<file path="src/rtl/drf_port_arbiter.sv">
// rtl/drf_port_arbiter.sv - round-robin arbiter sharing the 4-bit port nibble channel
// Grants one requester per burst and feeds a one-deep registered valid/ready output stage.
module drf_port_arbiter #(
  parameter int NREQ      = 3,
  parameter int MAX_BURST = 4
) (
  input  logic              i_clk,
  input  logic              i_rst,
  input  logic [NREQ-1:0]   i_req,
  input  logic [4*NREQ-1:0] i_data_in,
  input  logic [NREQ-1:0]   i_last,
  output logic [NREQ-1:0]   o_ack,
  output logic [NREQ-1:0]   o_grant,
  output logic [3:0]        o_port_output,
  output logic              o_port_valid,
  input  logic              i_port_ready
);

  localparam int IW = (NREQ > 2) ? $clog2(NREQ) : 1;

  typedef enum logic {S_IDLE = 1'b0, S_BUSY = 1'b1} state_t;

  state_t        r_state;
  state_t        w_state_nxt;
  logic [IW-1:0] r_g;
  logic [IW-1:0] r_ptr;
  logic [3:0]    r_cnt;
  logic [IW-1:0] w_sel;
  logic          w_any;
  logic          w_accept;
  logic          w_release;
  logic [3:0]    w_g_data;

  // Walk downward so the candidate closest after r_ptr is the one that sticks.
  always_comb begin
    int idx;
    idx   = 0;
    w_any = 1'b0;
    w_sel = '0;
    for (int k = NREQ; k >= 1; k--) begin
      idx = (int'(r_ptr) + k) % NREQ;
      if (i_req[idx]) begin
        w_any = 1'b1;
        w_sel = IW'(idx);
      end
    end
  end

  assign w_g_data  = i_data_in[4*int'(r_g) +: 4];
  assign w_accept  = (r_state == S_BUSY) && i_req[r_g] && (!o_port_valid || i_port_ready);
  assign w_release = (r_state == S_BUSY) &&
                     (!i_req[r_g] || (w_accept && (i_last[r_g] || r_cnt == 4'(MAX_BURST-1))));

  always_ff @(posedge i_clk or posedge i_rst) begin
    if (i_rst) begin
      r_state <= S_IDLE;
    end else begin
      r_state <= w_state_nxt;
    end
  end

  always_comb begin
    w_state_nxt = r_state;
    case (r_state)
      S_IDLE:  if (w_any) w_state_nxt = S_BUSY;
      S_BUSY:  if (w_release) w_state_nxt = S_IDLE;
      default: w_state_nxt = S_IDLE;
    endcase
  end

  always_comb begin
    o_ack = '0;
    if (w_accept) o_ack[r_g] = 1'b1;
  end

  always_ff @(posedge i_clk or posedge i_rst) begin
    if (i_rst) begin
      r_g     <= '0;
      r_ptr   <= IW'(NREQ-1);
      r_cnt   <= 4'd0;
      o_grant <= '0;
    end else begin
      if (r_state == S_IDLE && w_any) begin
        r_g     <= w_sel;
        r_ptr   <= w_sel;
        r_cnt   <= 4'd0;
        o_grant <= NREQ'(1) << w_sel;
      end else begin
        if (w_accept) r_cnt <= r_cnt + 4'd1;
        if (w_release) o_grant <= '0;
      end
    end
  end

  // The holding register drains on its own, so a nibble can outlive its grant.
  always_ff @(posedge i_clk or posedge i_rst) begin
    if (i_rst) begin
      o_port_output <= 4'h0;
      o_port_valid  <= 1'b0;
    end else if (w_accept) begin
      o_port_output <= w_g_data;
      o_port_valid  <= 1'b1;
    end else if (o_port_valid && i_port_ready) begin
      o_port_valid  <= 1'b0;
    end
  end

endmodule

</file>
<file path="config.mk">
export PLATFORM = sky130hd
export DESIGN_NAME = drf_port_arbiter
export DESIGN_NICKNAME = d
export VERILOG_FILES = /design/src/rtl/drf_port_arbiter.sv
export SDC_FILE = /design/constraint.sdc
export NUM_CORES = 1
export LEC_CHECK = 0
export CAP_MARGIN = 20
export CORE_UTILIZATION = 45
export CTS_CLUSTER_SIZE = 16
export DETAILED_ROUTE_END_ITERATION = 10
export MAX_ROUTING_LAYER = met4
export PLACE_DENSITY_LB_ADDON = 0.3
export SKIP_LAST_GASP = 1
export SLEW_MARGIN = 30
export SYNTH_ARGS = -nofsm -noshare
export SYNTH_HDL_FRONTEND = slang
export SYNTH_SLANG_ARGS = --single-unit
export TNS_END_PERCENT = 30
</file>
<file path="constraint.sdc">
create_clock -name i_clk -period 2.4 [get_ports i_clk]
set_clock_uncertainty 0.1 [all_clocks]
set_input_delay 0.48 -clock i_clk [delete_from_list [all_inputs] [get_ports i_clk]]
set_output_delay 0.48 -clock i_clk [all_outputs]
set_load 0.01 [all_outputs]
</file>
==> results of run 1 <==
[sequential cells by signal (all words and copies together), names as in the netlist]
| register | cells |
|---|---|
| r_cnt | 4 |
| o_port_valid | 1 |
| o_grant | 3 |
| r_g | 2 |
| o_port_output | 4 |
| r_ptr | 1 |
| r_state | 1 |
[worst max-delay path by stage]
stage               startpoint       end  slack [ns]  depth (start not counted)
CTS                   i_req[0]  o_ack[1]       -0.01                          6
global placement      i_req[1]  o_ack[0]       -0.27                          6
finish                i_req[1]  o_ack[1]      -0.004                          6
detailed placement    i_req[0]  o_ack[1]       -0.35                          6
floorplan               r_g[0]  o_ack[0]        0.39                          7
global route          i_req[1]  o_ack[1]       -0.06                          6
[per-stage QoR]
stage               power [mW]  area, um^2  setup slack [ns]
global route              1.76        1500           -0.0634
CTS                       1.63        1500           -0.0134
floorplan                 1.14        1090             0.390
global placement          1.42        1460            -0.268
detailed placement        1.45        1460            -0.353
finish                    1.63        1500          -0.00363
[cells by family (layout without fill, tap and decap cells)]
kind of cell,count (synthesis),count (layout),synth area share
AOI/OAI and AO/OA,29,29,0.185
xor gates and xnor gates,3,3,0.0240
adders and majority gates,4,4,0.0458
buffers and inverters,14,53,0.0812
DFF,16,16,0.367
muxes,10,10,0.0927
and+or+nand+nor,41,41,0.204
[area by class of cell]
type	instances	area [um^2]
Fill cell	188	756
Multi-Input combinational cell	87	608
Sequential cell	16	402
Timing Repair Buffer	42	392
Clock buffer	4	36.3
Tap cell	28	35.0
Inverter	7	26.3
[layer usage]
layer / global-route usage / share of wire / up-vias
li1: - / - / 487
met1: 0.252 / 0.45 / 476
met2: 0.346 / 0.47 / 41
met3: 0.0417 / 0.076 / 2
met4: 0.0405 / 0.0033 / 0
met5: - / 0 / -
[placed cells by master, fill, tap and decap left out, types with 2 or more instances in the layout]
master           synthesis  layout
ha_1                     4       4
dfrtp_1                 15      15
nand2b_1                 2       2
inv_1                    7       7
and3_1                   4       3
nand2_1                  9       9
nand4_1                  3       3
a21oi_1                 10      10
nor2_1                  12      12
nor2b_1                  3       3
mux2i_1                  9       9
buf_4                    2      11
clkdlybuf4s50_1          0      28
a22o_1                   2       2
clkdlybuf4s15_1          0       2
a21o_1                   2       2
nor3b_1                  2       2
xnor2_1                  2       2
o21ai_0                  4       4
clkbuf_4                 0       3
[where the power goes]
part,leakage (nW),switching [mW],internal [mW]
Combinational,0.456,0.489,0.505
Sequential,0.199,0.0834,0.375
Clock,0.0210,0.0827,0.0922
Total,0.676,0.655,0.972
[timing repair]
| action | CTS | global route |
|---|---|---|
| resized for setup | 6 | 0 |
| hold endpoints to repair | 0 | 0 |
| setup endpoints to repair | 3 | 6 |
| pin swaps | 1 | 0 |
==> results.toml, run 1 <==
[setup_path]
worst-r2r-setup-slack_ns = 0.09
crit_path_end_kind = "primary output"
timing.rr.start = "r_g[0]"
worst_r2r_path_depth = 7
crit_family = "buffers and inverters"
path_class = "input pin to primary output"
worst-endpoint-arrival_ns = 1.82
critical_path_required_ns = 1.82
cp_max_fo = 4
path_buf_inv = 2
rr_endpoint = "r_g[1]"
cp-start-kind = "input pin"
crit_path_top_delay_cell = "clkdlybuf4s50_1"
path_cells = "clkdlybuf4s50_1, mux2i_1, o2bb2ai_2, and3_4, and3_1, clkdlybuf4s15_1"
max_stage_delay_ns = 0.48

[sta]
holdWs_ns = 0.398
slew_viol_final = 0
min_period_ns = 2.40
fmax_mhz = 416
fin_ws_ns = -0.00363
rsz0062_at_grt = "true"
finalHoldViolations = 0
fin_tns_setup_ns = -0.00363
slew_headroom = 0.607
min_period_over_period = 1.00
worstMarginPinSlew_ns = 0.589
setup_viol = 1

[global_routing]
antenna_found_initial = 0
grt-ovfl-total = 0
grt_max_degree = 17
grtUsageTotal = 0.204
grt_pass1_wl_mm = 3.97
grt_pass1_vias = 929

[clock_network]
insertion_delay_ns = 0.28
clock_path_buffers = 2
clkTransAtPathRegs_ns = 0.09
htreeDepth = 1
cts_sinks = 16
hold_buffers = 0
clock-root-buffer = "clkbuf_4"
cts_setup_buffers = 0
cts_tree = "done"
cts_buffers = 3

[flow_run]
timing.max_cap.violations = 0

[finish]
syn_to_final_growth_pct = 37.1
antenna_cells = 0
nets = 182
layout-drive-gt1-share = 0.160
fin_cells = 184
final_util = 0.665

[logic_synthesis]
yosysTopAreaCell = "dfrtp_1"
yosys_warnings = 0
ys_seq_area_frac = 0.367
synth.most_common_cell = "dfrtp_1"
netlist_area_um2 = 1090
synth_common_cells = "dfrtp_1 (15), nor2_1 (12), a21oi_1 (10), mux2i_1 (9), nand2_1 (9)"
synth.area.top_cells = "dfrtp_1 (34%), mux2i_1 (8.2%), a21oi_1 (4.6%), ha_1 (4.6%), nor2_1 (4.1%)"
syn_area_per_cell_um2 = 9.35
yosysTopAreaCellShare = 0.343
ys_seq_elements = 16
synth.net_count = 142
synthCells = 117
yosysUniqueCellTypes = 40
synth_top_flop_cell = "dfrtp_1"
async_reset_ff_frac = 1.00
synth_edf_count = 0

[floorplanning]
core-area_um2 = 2250
io_pins = 32
die_x_um = 51.3
rows = 17
die-area_um2 = 2630
fp.dieH_um = 51.3
start_util = 0.485

[route]
viasPerCell = 5.47
vias = 1006
wl_per_cell_um = 13.3
drtPass1Iterations = 4
drc = 0
drt_iter0_drc = 22
routed_wl_mm = 2.44
ant_nets = 0

[min_path]
min_to = "o_port_output[3]"
holdPathStages = 1
min_from = "o_port_output[3]"
hold_class = "register to register"

[pwr]
p_per_area_nw_per_um2 = 1090
cellLeakagePower_nw = 0.676
ir_worst_vdd_mv = 0.757

[placed_design]
dp.cells = 180
io_buffer_count = 31
gp_congestion = 0.791
dp_hpwl_mm = 1.87

[run_status]
violations = "negative setup slack"
status = "finished with violations"
Note: power is estimated with default switching activity, not from simulation.
==> run 2, diff against run 1 <==
==> constraint.sdc (replaced) <==
create_clock -name i_clk -period 2.63 [get_ports i_clk]
set_clock_uncertainty 0.1 [all_clocks]
set_input_delay 0.526 -clock i_clk [delete_from_list [all_inputs] [get_ports i_clk]]
set_output_delay 0.526 -clock i_clk [all_outputs]
set_load 0.01 [all_outputs]
==> results.toml, run 2 (synthesis results as in run 1) <==
[placed_design]
place_area_um2 = 1440
io_buffer_count = 31
dpl_worst_slack_ns = -0.174
dp_hpwl_mm = 1.94
gp_congestion = 0.806

[route]
drc = 0
vias = 978
viasPerCell = 5.40
ant_nets = 0
drt_iter0_drc = 15
routed_wl_mm = 2.53
wl_per_cell_um = 14.0
drtPass1Iterations = 4

[setup_path]
critical_path_required_ns = 2.00
cp_max_fo = 4
path_class = "input pin to primary output"
timing.rr.start = "r_g[0]"
worst_r2r_path_depth = 7
worst-endpoint-arrival_ns = 2.12
crit_path_end_kind = "primary output"
rr_endpoint = "r_g[1]"
worst-r2r-setup-slack_ns = 0.26
cp-start-kind = "input pin"

[sta]
slew_viol_final = 0
min_period_ns = 2.74
fin_ws_ns = -0.112
fin_tns_setup_ns = -0.112
slew_headroom = 0.599
fmax_mhz = 365
min_period_over_period = 1.04
setup_viol = 1
rsz0062_at_grt = "true"
finalHoldViolations = 0
worstMarginPinSlew_ns = 0.601

[global_routing]
antenna_found_initial = 0
grtUsageTotal = 0.218
grt-ovfl-total = 0
grt_pass1_wl_mm = 4.11
grt_pass1_vias = 935
grt_max_degree = 17

[finish]
syn_to_final_growth_pct = 35.2
reg_top3 = "o_port_output: 4 flops, r_cnt: 4 flops, o_grant: 3 flops"
final_util = 0.656
layout-drive-gt1-share = 0.144
seqCellArea_um2 = 402
antenna_cells = 0
final_cell_mix = "clkdlybuf4s50_1 (29), dfrtp_1 (15), nor2_1 (12)"
multi_input_area_um2 = 608
nets = 179
n_fill_cell = 199
design_area_um2 = 1480
layout_commonest_cell = "clkdlybuf4s50_1"

[min_path]
hold_class = "register to register"
holdPathStages = 1
min_from = "o_port_output[3]"
min_to = "o_port_output[3]"

[floorplanning]
start_util = 0.485
fp.dieH_um = 51.3
die-area_um2 = 2630
core-area_um2 = 2250
die_x_um = 51.3
rows = 17
io_pins = 32

[clock_network]
insertion_delay_ns = 0.29
cts_resized = 2
clkTransAtPathRegs_ns = 0.09
cts_tree = "done"
hold_buffers = 0
cts_sinks = 16
clock_path_buffers = 2
cts_setup_buffers = 0
cts_buffers = 3
htreeDepth = 1
clock-root-buffer = "clkbuf_4"

[pwr]
p_per_area_nw_per_um2 = 989
p_clk_frac = 0.114
switching_share = 0.412
p_sw_mw = 0.602
cellLeakagePower_nw = 0.677
ir_worst_vdd_mv = 0.541
p_seq_frac = 0.285
p_int_mw = 0.861
comb_power_share = 0.600

[run_status]
violations = "negative setup slack"
status = "finished with violations"

[flow_run]
timing.max_cap.violations = 0
-- run 2: cell types whose count changed in the layout (fill, tap and decap cells not counted) --
cell	before	now
clkdlybuf4s50_1	28	29
buf_4	11	8
clkdlybuf4s15_1	2	0
dlymetal6s2s_1	0	1
-- run 2: stage by stage --
step / std cells / total power, mW / hold WS, ns
global placement: 177 / 1.26 / 0.369
finish: 181 / 1.46 / 0.400
floorplan: 117 / 1.04 / 0.339
detailed placement: 177 / 1.30 / 0.383
global route: 181 / 1.58 / 0.437
CTS: 181 / 1.47 / 0.405
-- run 2: worst max-delay path, cell delays in order --
cell and delay (ns):
clkdlybuf4s50_1 0.48, mux2i_1 0.09, o2bb2ai_2 0.16, and3_4 0.21
and2_2 0.13, clkdlybuf4s50_1 0.52
-- run 2: power groups by stage --
stage / combinational (mW) / clock, mW / sequential [mW]
after global routing: 0.964 / 0.183 / 0.432
after detailed placement: 0.875 / 0 / 0.421
after CTS: 0.884 / 0.169 / 0.417
after global placement: 0.848 / 0 / 0.415
final: 0.878 / 0.167 / 0.417
after floorplan: 0.617 / 0 / 0.427
-- run 2: layer usage --
metal	vias to the layer above	part of all wire	GRT usage
li1	483	-	-
met1	467	0.48	0.272
met2	28	0.47	0.349
met3	0	0.047	0.0506
met4	0	0	0.0721
met5	-	0	-
-- run 2: area by class of cell --
class,instances,share of cell area
tap,28,0.0237
timing repair buffer,39,0.251
sequential,16,0.272
inverter,7,0.0178
clock buffer,4,0.0245
multi-input combinational,87,0.411
-- run 2: worst max path at each step --
stage,startpoint,cells past startpoint,endpoint
6_report,i_req[1],6,o_ack[2]
5_1_grt,i_req[1],6,o_ack[2]
4_1_cts,i_req[1],6,o_ack[1]
3_5_place_dp,i_req[1],6,o_ack[0]
3_3_place_gp,i_req[1],6,o_ack[0]
2_1_floorplan,r_g[0],7,o_ack[0]
